## src/rtl/seg_scan_display.sv

```systemverilog
// Multiplexed 7-segment scanner: double-buffered digit data, live dash mask and per-digit blink.
// digit_sel/seg are registered and change together with the scan pointer.
module seg_scan_display #(
  parameter int NUM_DIGITS   = 4,
  parameter int DIV          = 12500,
  parameter int BLINK_FRAMES = 50
) (
  input  logic                    clk,
  input  logic                    rst_n,
  input  logic                    load,
  input  logic [4*NUM_DIGITS-1:0] digits_in,
  input  logic [NUM_DIGITS-1:0]   valid_in,
  input  logic [NUM_DIGITS-1:0]   dp_in,
  input  logic [NUM_DIGITS-1:0]   blink_en,
  input  logic                    mask,
  output logic [NUM_DIGITS-1:0]   digit_sel,
  output logic [7:0]              seg,
  output logic                    frame_done
);

  localparam int DW = (DIV > 1) ? $clog2(DIV) : 1;
  localparam int PW = (NUM_DIGITS > 1) ? $clog2(NUM_DIGITS) : 1;
  localparam int BW = (BLINK_FRAMES > 1) ? $clog2(BLINK_FRAMES) : 1;

  localparam logic [DW-1:0] DIV_LAST   = DW'(DIV - 1);
  localparam logic [PW-1:0] POS_LAST   = PW'(NUM_DIGITS - 1);
  localparam logic [BW-1:0] BLINK_LAST = BW'(BLINK_FRAMES - 1);

  typedef struct packed {
    logic [4*NUM_DIGITS-1:0] digits;
    logic [NUM_DIGITS-1:0]   valid;
    logic [NUM_DIGITS-1:0]   dp;
    logic [NUM_DIGITS-1:0]   blink;
  } frame_buf_t;

  function automatic logic [6:0] hex7(input logic [3:0] n);
    logic [6:0] s;
    case (n)
      4'h0: s = 7'h3F;  4'h1: s = 7'h06;  4'h2: s = 7'h5B;  4'h3: s = 7'h4F;
      4'h4: s = 7'h66;  4'h5: s = 7'h6D;  4'h6: s = 7'h7D;  4'h7: s = 7'h07;
      4'h8: s = 7'h7F;  4'h9: s = 7'h6F;  4'hA: s = 7'h77;  4'hB: s = 7'h7C;
      4'hC: s = 7'h39;  4'hD: s = 7'h5E;  4'hE: s = 7'h79;  default: s = 7'h71;
    endcase
    return s;
  endfunction

  logic [DW-1:0] div_cnt;
  logic [PW-1:0] pos, pos_n;
  logic [BW-1:0] blink_cnt, blink_cnt_n;
  logic          blink_phase, blink_phase_n;
  frame_buf_t    pend, pend_n, act, act_n, incoming;
  logic          tick, wrap, lit;
  logic [3:0]    nib;
  logic [NUM_DIGITS-1:0] sel_n;
  logic [7:0]    seg_n;

  assign incoming = '{digits: digits_in, valid: valid_in, dp: dp_in, blink: blink_en};
  assign tick     = (div_cnt == DIV_LAST);
  assign wrap     = tick && (pos == POS_LAST);

  // Outputs are decoded from next-state values so they move on the same edge as pos.
  always_comb begin
    pend_n        = load ? incoming : pend;
    act_n         = wrap ? pend_n : act;
    pos_n         = pos;
    blink_cnt_n   = blink_cnt;
    blink_phase_n = blink_phase;
    if (tick) pos_n = (pos == POS_LAST) ? '0 : pos + 1'b1;
    if (wrap) begin
      if (blink_cnt == BLINK_LAST) begin
        blink_cnt_n   = '0;
        blink_phase_n = ~blink_phase;
      end else begin
        blink_cnt_n = blink_cnt + 1'b1;
      end
    end

    nib   = act_n.digits[pos_n*4 +: 4];
    lit   = act_n.valid[pos_n] && !(blink_phase_n && act_n.blink[pos_n]);
    sel_n = '1;
    seg_n = 8'h00;
    if (lit) begin
      sel_n[pos_n] = 1'b0;
      seg_n        = {act_n.dp[pos_n], mask ? 7'h40 : hex7(nib)};
    end
  end

  always_ff @(posedge clk or negedge rst_n) begin
    if (!rst_n) begin
      div_cnt     <= '0;
      pos         <= '0;
      blink_cnt   <= '0;
      blink_phase <= 1'b0;
      pend        <= '0;
      act         <= '0;
      digit_sel   <= '1;
      seg         <= 8'h00;
      frame_done  <= 1'b0;
    end else begin
      div_cnt     <= tick ? '0 : div_cnt + 1'b1;
      pos         <= pos_n;
      blink_cnt   <= blink_cnt_n;
      blink_phase <= blink_phase_n;
      pend        <= pend_n;
      act         <= act_n;
      digit_sel   <= sel_n;
      seg         <= seg_n;
      frame_done  <= wrap;
    end
  end

endmodule

```

## config.mk

```make
export PLATFORM = sky130hd
export DESIGN_NAME = seg_scan_display
export DESIGN_NICKNAME = d
export VERILOG_FILES = /design/src/rtl/seg_scan_display.sv
export SDC_FILE = /design/constraint.sdc
export NUM_CORES = 1
export LEC_CHECK = 0
export BUFFER_PORTS_ARGS = -buffer_cell sky130_fd_sc_hd__buf_2
export CAP_MARGIN = 20
export CORE_MARGIN = 5
export CORE_UTILIZATION = 63
export CTS_BUF_LIST = sky130_fd_sc_hd__clkbuf_8 sky130_fd_sc_hd__clkbuf_16
export DETAILED_ROUTE_END_ITERATION = 8
export GPL_ROUTABILITY_DRIVEN = 0
export PLACE_DENSITY = 0.83
export SKIP_LAST_GASP = 1
export SLEW_MARGIN = 20
export SYNTH_ARGS = -nofsm -noshare
export SYNTH_HDL_FRONTEND = slang
export SYNTH_SLANG_ARGS = --single-unit
```

## constraint.sdc

```tcl
create_clock -name clk -period 6.8 [get_ports clk]
set_input_delay 0.34 -clock clk [delete_from_list [all_inputs] [get_ports clk]]
set_output_delay 0.34 -clock clk [all_outputs]
set_load 0.005 [all_outputs]
```

=== Word-level counts from Yosys, hierarchy flattened ===
Memory sizes are Yosys's and may differ from the RTL's.
Cells that the tools add are included.

* Flip-flop bits (word level): 92
* Bits in latches: 0
* Bits in writable memories: 0
* Memory bits (read-only): 112
* Output and inout bits: 13
* Logic and storage cells: 51
* Memories: 1

* Add/subtract/negate cells: 3
* $mul: 0
* Div/mod/pow operators: 0
* Order comparisons: 2
* Equal/unequal tests: 3
* Shift operators: 1
* Muxes and demuxes: 19
* Bitwise logic cells: 2
* Reductions and logical operators: 5

{| class="wikitable"
|+ Memories
! memory !! depth !! width !! read ports !! clocked after memory_dff !! write ports !! RTL line !! text
|-
| (no name shown) || 16 || 7 || 1 || 0 || 0 || 38 || <nowiki>case (n)</nowiki>
|}

{| class="wikitable"
|+ Operators with widths
! kind !! number
|-
| $mux 28 || 2
|-
| $shiftx 16x5->4 || 1
|-
| $add 14x1->14 const B || 1
|-
| $eq 14x14->1 const B || 1
|-
| $mux 14 || 1
|-
| $mux 8 || 1
|-
| $mux 7 || 1
|-
| $add 6x1->6 const B || 1
|-
| $bmux 1 s2 || 3
|-
| $eq 6x6->1 const B || 1
|-
| $mux 1 || 6
|-
| $mux 6 || 1
|-
| $logic_and 1x1->1 || 4
|-
| $mux 2 || 2
|-
| $mux 4 || 1
|-
| $not 4->4 || 1
|-
| $lt 2x3->1 const B || 1
|-
| $add 2x1->2 const B || 1
|-
| $demux 1 s2 || 1
|-
| $eq 2x2->1 const B || 1
|-
| $ge 2x1->1 const B || 1
|-
| $logic_not 1->1 || 1
|-
| $not 1->1 || 1
|}

=== Logic depth before layout (Yosys ltp) ===
Gate-level depths: netlist (run 1).

* Word-level depth: 9
* Gate-level depth with buffers: 15
* Mapped depth without buffers: 13

=== Least setup slack after synthesis (run 1) ===
No wires, ideal clock.

* Path type: reg-to-reg
* From: register div_cnt[0]
* To: register seg[5]
* Setup time: 0.094 ns
* Data arrival time: 2.990 ns
* Setup slack: 3.716 ns
* Stages on the path, launching flop included: 13
* Path buffers: 2
* Clock period less this slack: 3.084 ns
* Path through: dfrtp_1 ha_1 nor4bb_4 and4_1 buf_4 nand2b_1 and2_1 clkbuf_1 mux2i_1 inv_1 ha_1 mux2_4 a211oi_1

* Longest elaborated chain between the ends: 9
* Elaborated cells on any way between the ends: 16
* Classes of those cells: 1 x eq/ne; 1 x shift; 9 x mux; 4 x reduce/logical; 1 x memory

{| class="wikitable"
|+ Ends and longest elaborated chain
! element !! RTL line !! text
|-
| start: declaration || 47 || <nowiki>logic [DW-1:0] div_cnt;</nowiki>
|-
| start signal: assignment || 100 || <nowiki>div_cnt <= tick ? '0 : div_cnt + 1'b1;</nowiki>
|-
| $eq 14x14->1 (*) || 58 || <nowiki>assign tick = (div_cnt == DIV_LAST);</nowiki>
|-
| branches (longest 7 deep; another with $mem_v2 16x7) || - ||
|-
| $mux 8 (*) || 82 || <nowiki>if (lit) begin</nowiki>
|-
| named net seg_n[5] || 55 || <nowiki>logic [7:0] seg_n;</nowiki>
|-
| end signal: assignment || 107 || <nowiki>seg <= seg_n;</nowiki>
|-
| end: declaration || 17 || <nowiki>output logic [7:0] seg,</nowiki>
|}

Mark *: on every way through the listed nets, which the timed path passes. The select of a mux whose other input is x is not followed.
A chain may end at the register's enable or synchronous reset.

=== Worst setup path in the final report (run 1) ===
* From: register div_cnt[0]
* To: register seg[0]

Same word-level chain as after synthesis.

==> results of run 1 <==
metrics by stage:
stage	std cells	hold slack (ns)	worst slack [ns]
6_report	519	0.0424	2.53
4_1_cts	519	0.194	2.20
5_1_grt	519	0.113	2.21
2_1_floorplan	379	0.0444	3.72
3_3_place_gp	503	0.448	2.56
3_5_place_dp	503	0.454	2.24
layout by cell type, fill, tap and decap left out, types with 9 or more instances in the layout:
cell type / count
a211oi_1: 10
a21oi_1: 9
buf_2: 43
clkbuf_8: 11
dfrtp_1: 88
ha_1: 10
inv_1: 19
mux2_2: 43
mux2i_1: 26
nand2_1: 30
nand3_1: 9
nor2_1: 22
o21ai_0: 12
xor2_1: 10
state kept, by name (all words and copies together), names as in the netlist:
register / count
frame_done: 1
seg: 8
blink_cnt: 6
div_cnt: 14
pos: 2
digit_sel: 4
blink_phase: 1
pend: 28
act: 28
cell families after synthesis:
logic type / count (synthesis) / synth area share [%]
and+or+nand+nor: 105 / 13.0
adders and majority gates: 10 / 2.83
xor gates and xnor gates: 17 / 3.37
AOI/OAI and AO/OA: 45 / 6.73
DFF: 92 / 52.1
muxes: 73 / 18.4
buffers and inverters: 37 / 3.51
cell type report:
cell class / count / area [um2] / area share, %
Sequential cell: 92 / 2310 / 47.0
Multi-Input combinational cell: 250 / 1970 / 40.0
Timing Repair Buffer: 45 / 234 / 4.76
Clock buffer: 11 / 151 / 3.08
Tap cell: 96 / 120 / 2.44
Inverter: 20 / 75.1 / 1.53
Clock inverter: 5 / 60.1 / 1.22
worst max path at each step:
| stage | startpoint | to | slack (ns) | cells past startpoint |
|---|---|---|---|---|
| after global routing | div_cnt[0] | seg[0] | 2.21 | 13 |
| after CTS | div_cnt[0] | seg[0] | 2.20 | 13 |
| after global placement | div_cnt[0] | seg[0] | 2.56 | 13 |
| final | div_cnt[0] | seg[0] | 2.53 | 13 |
| after floorplan | div_cnt[0] | seg[5] | 3.72 | 12 |
| after detailed placement | div_cnt[0] | seg[0] | 2.24 | 13 |
power breakdown:
part | total, uW | internal (uW) | switching, uW
sequential | 579 | 571 | 7.90
clock | 381 | 191 | 191
combinational | 75.3 | 34.4 | 40.9
routing by layer:
metal	up-vias	part of all wire, %	GRT usage, %
li1	1394	-	-
met1	1481	46	28.3
met2	78	47	33.3
met3	32	4.3	4.17
met4	0	3.3	11.1
met5	-	0	0
==> results.py, run 1 <==
metrics = {
    "run_status": {
        "outcome": "finished, final reports clean",
    },
    "setup_path": {
        "worst_r2r_startpoint": "div_cnt[0]",
        "worstPathCellList": "ha_1 -> nor4bb_4 -> and4_1 -> mux2i_2 -> inv_2 -> a21oi_1 -> a21oi_1 -> mux2_2 -> inv_1 -> ha_1 -> o21ai_0 -> a211oi_1 -> nor4_2",
        "reg2reg_to": "seg[0]",
        "cp-end-kind": "flip-flop",
        "crit_slowest_cell": "mux2i_2",
        "rr_worst_depth": 13,
        "reg2reg_slack_ns": 2.53,
        "critical_path_class": "reg2reg",
        "cp-start-kind": "flip-flop",
        "required_ns": 7.02,
        "cp_top_family": "multiplexers",
        "worstPathArrival_ns": 4.49,
        "path_buf_inv": 2,
        "critPathMaxFanout": 19,
        "cp_slowest_stage_delay_ns": 0.81,
    },
    "floorplan": {
        "ioPinCount": 45,
        "coreArea_um2": 6830,
        "die_h_um": 93.8,
        "dieArea_um2": 8800,
        "start_util_pct": 64.8,
        "die-width_um": 93.8,
        "fp-row-count": 30,
    },
    "grt": {
        "grt_pass1_vias": 3068,
        "grt-ovfl-total": 0,
        "grt_use_total_pct": 21.3,
        "grt_pass1_wl_mm": 14.7,
        "antenna_found_initial": 0,
        "grt_max_degree": 93,
    },
    "cells_and_area": {
        "antenna_cells": 0,
        "drive_above_1_share_pct": 28.6,
        "final_area_um2": 4910,
        "syn2layout_area_growth_pct": 11.1,
        "nets": 460,
        "fill_cells": 486,
        "postLayoutCoreUtil_pct": 71.9,
    },
    "placed_design": {
        "portBuffers": 44,
        "placed_area_um2": 4690,
        "post-dp-hpwl_mm": 5.98,
    },
    "routing": {
        "routed-via-count": 2985,
        "drt_wl_total_mm": 8.67,
        "wire_per_inst_um": 16.7,
        "vias_per_cell": 5.75,
        "drt_iter0_markers": 168,
        "route.detailed.drc": 0,
        "ant_nets": 0,
        "firstDrtPassIters": 4,
    },
    "synth": {
        "syn_nets": 421,
        "ys_seq_area_share_pct": 52.1,
        "synth_ff_type": "dfrtp_1",
        "synth_area_um2": 4420,
        "synth_edf_count": 0,
        "async_flop_share_pct": 100,
        "yosys.area.top_type_share_pct": 49.8,
        "yosys-top-cells-count": "dfrtp_1 (88), mux2_2 (43), nand2_1 (30), mux2i_1 (27), nor2_1 (22)",
        "synth_top_area_cell": "dfrtp_1",
        "ys_ff_latch": 92,
        "synth_cells": 379,
        "ys_types": 52,
        "syn-mean-instance-area_um2": 11.7,
        "synth.most_common_cell": "dfrtp_1",
        "ys.warnings.count": 0,
        "synth_area_leaders": "dfrtp_1 (50%), mux2_2 (11%), mux2i_1 (6.1%)",
    },
    "sta": {
        "finalMaxSlewViolations": 0,
        "fmax_ghz": 0.234,
        "finalSetupViolations": 0,
        "rsz0062_at_grt": "no",
        "fin_crit_ns": 4.27,
        "finalHoldViolCount": 0,
        "fin_crit_sh_pct": 62.7,
        "worst_slew_pin_slew_ns": 0.860,
        "setup_tns_ns": 0,
        "relSlewSlack_pct": 41.5,
        "finalClockSkew_ns": 0.0135,
    },
    "min_path": {
        "hp-class": "in2async",
    },
    "cts": {
        "cts_max_level": 3,
        "cts_hold_buffers": 0,
        "tritoncts.num_buffers": 9,
        "insertion_delay_ns": 0.36,
        "ctsLongestPathBuffers": 2,
        "cts_root_buf": "clkbuf_8",
        "tritoncts": "done",
        "post_cts_buffers": 0,
        "clock-sinks": 92,
        "postCtsResizedCells": 0,
        "cts.clk_slew.worst_paths_ns": 0.09,
    },
    "job": {
        "drv_cap": 0,
    },
    "power_and_ir_drop": {
        "powerDensity_nw_per_um2": 211,
        "p_leak_uw": 0.00233,
        "vdd_drop_max_v": 0.000154,
        "power_uw": 1040,
    },
}
No activity file was read; power rests on OpenSTA's default activity.
==> run 2, diff against run 1 <==
--- a/config.mk
+++ b/config.mk
@@ -8,11 +8,11 @@
 export BUFFER_PORTS_ARGS = -buffer_cell sky130_fd_sc_hd__buf_2
 export CAP_MARGIN = 20
 export CORE_MARGIN = 5
-export CORE_UTILIZATION = 63
+export CORE_UTILIZATION = 59
 export CTS_BUF_LIST = sky130_fd_sc_hd__clkbuf_8 sky130_fd_sc_hd__clkbuf_16
 export DETAILED_ROUTE_END_ITERATION = 8
 export GPL_ROUTABILITY_DRIVEN = 0
-export PLACE_DENSITY = 0.83
+export PLACE_DENSITY = 0.79
 export SKIP_LAST_GASP = 1
 export SLEW_MARGIN = 20
 export SYNTH_ARGS = -nofsm -noshare
==> constraint.sdc (replaced) <==
create_clock -name clk -period 4 [get_ports clk]
set_input_delay 0.2 -clock clk [delete_from_list [all_inputs] [get_ports clk]]
set_output_delay 0.2 -clock clk [all_outputs]
set_load 0.005 [all_outputs]
==> run 2 against run 1 <==
Compared with the run above:
- flip-flop and latch count unchanged
- clock-buffer cell count fell by 1
- first-iteration DRC count decreased by 39%
- non-clock buffer count up 7
- final area up 0.38%
- combinational power increased by 73%
- wire length down 4.2%
- critical endpoint is now seg[5]
- highest routed layer unchanged
==> results.py, run 2 (synthesis gave the netlist of run 1 again) <==
metrics = {
    "run_status": {
        "outcome": "finished, final reports clean",
    },
    "sta": {
        "rsz0062_at_grt": "no",
        "finalClockSkew_ns": 0.00733,
        "finalHoldViolCount": 0,
        "finalMaxSlewViolations": 0,
        "fin_crit_ns": 3.54,
        "finalSetupViolations": 0,
        "fin_crit_sh_pct": 88.6,
        "relSlewSlack_pct": 51.7,
        "worst_slew_pin_slew_ns": 0.725,
        "setup_slack_ns": 0.457,
        "fmax_ghz": 0.282,
        "setup_tns_ns": 0,
    },
    "power_and_ir_drop": {
        "p_seq_share_pct": 59.1,
        "p_leak_uw": 0.00233,
        "p_int_uw": 1270,
        "swShare_pct": 23.7,
        "powerDensity_nw_per_um2": 338,
        "power.switching_uw": 394,
        "power_frac_clock_pct": 33.1,
        "vdd_drop_max_v": 0.000228,
        "combPwrFrac_pct": 7.8,
    },
    "cells_and_area": {
        "nets": 467,
        "syn2layout_area_growth_pct": 11.5,
        "final_area_um2": 4930,
        "mostFrequentLayoutCell": "dfrtp_1",
        "antenna_cells": 0,
        "reg.largest.list": "act x28, pend x28, div_cnt x14",
        "drive_above_1_share_pct": 29.1,
        "final_cell_mix": "dfrtp_1 (88), mux2_2 (43), buf_2 (43)",
        "fill_cells": 559,
    },
    "placed_design": {
        "post-dp-hpwl_mm": 6.03,
        "placed_area_um2": 4740,
        "portBuffers": 44,
        "dpl_worst_slack_ns": 0.475,
    },
    "setup_path": {
        "cp_common_cell": "ha_1",
        "required_ns": 4.26,
        "cp-start-kind": "flip-flop",
        "cp_top_family": "simple AND/OR/NAND/NOR gates",
        "crit_slowest_cell": "mux2i_1",
        "cp_slowest_stage_delay_ns": 0.53,
        "worstPathArrival_ns": 3.80,
        "critical_path_class": "reg2reg",
        "worstPathCellList": "ha_1 -> nor4bb_4 -> and4_1 -> nand2b_1 -> and2_1 -> mux2i_1 -> inv_1 -> ha_1 -> mux2_4 -> a211oi_1",
        "critPathMaxFanout": 10,
        "path_buf_inv": 1,
        "cp-end-kind": "flip-flop",
    },
    "grt": {
        "grt_pass1_vias": 2987,
        "grt-ovfl-total": 0,
        "antenna_found_initial": 0,
        "grt_max_degree": 61,
        "grt_pass1_wl_mm": 14.0,
        "grt_use_total_pct": 20.0,
    },
    "min_path": {
        "hp-class": "in2reg",
    },
    "cts": {
        "ctsLongestPathBuffers": 2,
        "cts_max_level": 3,
        "cts_hold_buffers": 1,
        "tritoncts.num_buffers": 9,
        "tritoncts": "done",
        "clock-sinks": 92,
        "cts_root_buf": "clkbuf_8",
        "insertion_delay_ns": 0.35,
        "cts.clk_slew.worst_paths_ns": 0.09,
        "post_cts_buffers": 0,
        "postCtsResizedCells": 0,
    },
    "routing": {
        "wire_per_inst_um": 15.7,
        "drt_wl_total_mm": 8.31,
        "vias_per_cell": 5.52,
        "ant_nets": 0,
        "drt_iter0_markers": 102,
        "firstDrtPassIters": 4,
        "route.detailed.drc": 0,
        "routed-via-count": 2920,
    },
    "floorplan": {
        "die-width_um": 96.6,
        "die_h_um": 96.6,
        "coreArea_um2": 7290,
        "dieArea_um2": 9330,
        "fp-row-count": 31,
        "ioPinCount": 45,
        "start_util_pct": 60.7,
    },
    "job": {
        "drv_cap": 0,
    },
}
-- run 2: path summary, 6_finish.rpt --
check / startpoint / endpoint / slack (ns) / depth (start not counted)
setup / recovery: div_cnt[0] / seg[5] / 0.46 / 10
hold / removal: digits_in[4] / pend[16] / 0.08 / 3
setup reg to reg: div_cnt[0] / seg[5] / 0.46 / 10
hold reg to reg: act[12] / act[12] / 0.48 / 2
max in group asynchronous: rst_n / digit_sel[1] / 2.63 / 3
min in group asynchronous: rst_n / pend[24] / 0.44 / 2
-- run 2: per-stage QoR --
step / util (%) / cells / hold WS [ns] / power (uW)
finish: 67.6 / 529 / 0.0758 / 1670
floorplan: - / 379 / -0.0956 / 1070
global placement: 65.0 / 512 / 0.297 / 1130
global route: 67.6 / 529 / 0.0715 / 1750
detailed placement: 65.0 / 512 / 0.305 / 1140
CTS: 67.6 / 529 / 0.0556 / 1690
-- run 2: area by class of cell --
class	instances	area, um2	area share [%]
Clock buffer	10	138	2.79
Clock inverter	6	41.3	0.837
Inverter	20	75.1	1.52
Multi-Input combinational cell	250	1960	39.8
Sequential cell	92	2310	46.8
Tap cell	99	124	2.51
Timing Repair Buffer	52	285	5.78
-- run 2: power groups by stage --
| stage | logic, uW | clock network, uW | registers [uW] |
|---|---|---|---|
| global placement | 126 | 0 | 1000 |
| CTS | 133 | 571 | 985 |
| global route | 148 | 612 | 989 |
| finish | 130 | 550 | 985 |
| floorplan | 75.0 | 0 | 999 |
| detailed placement | 132 | 0 | 1000 |
-- run 2: worst register-to-register path, cell delays in order, from the launching register on --
cell and delay [ns]:
dfrtp_1 0.40, ha_1 0.30, nor4bb_4 0.27, and4_1 0.43, nand2b_1 0.17, and2_1 0.35
mux2i_1 0.53, inv_1 0.18, ha_1 0.32, mux2_4 0.28, a211oi_1 0.24
-- run 2: routing by layer --
| metal | wire length, um | track usage [%] | up-vias | share of wire (%) |
|---|---|---|---|---|
| met5 | 0 | 0 | - | 0 |
| met4 | 144 | 9.23 | 0 | 1.7 |
| met3 | 358 | 3.87 | 11 | 4.3 |
| met2 | 3880 | 31.1 | 62 | 47 |
| met1 | 3930 | 27.1 | 1431 | 47 |
| li1 | - | - | 1416 | - |
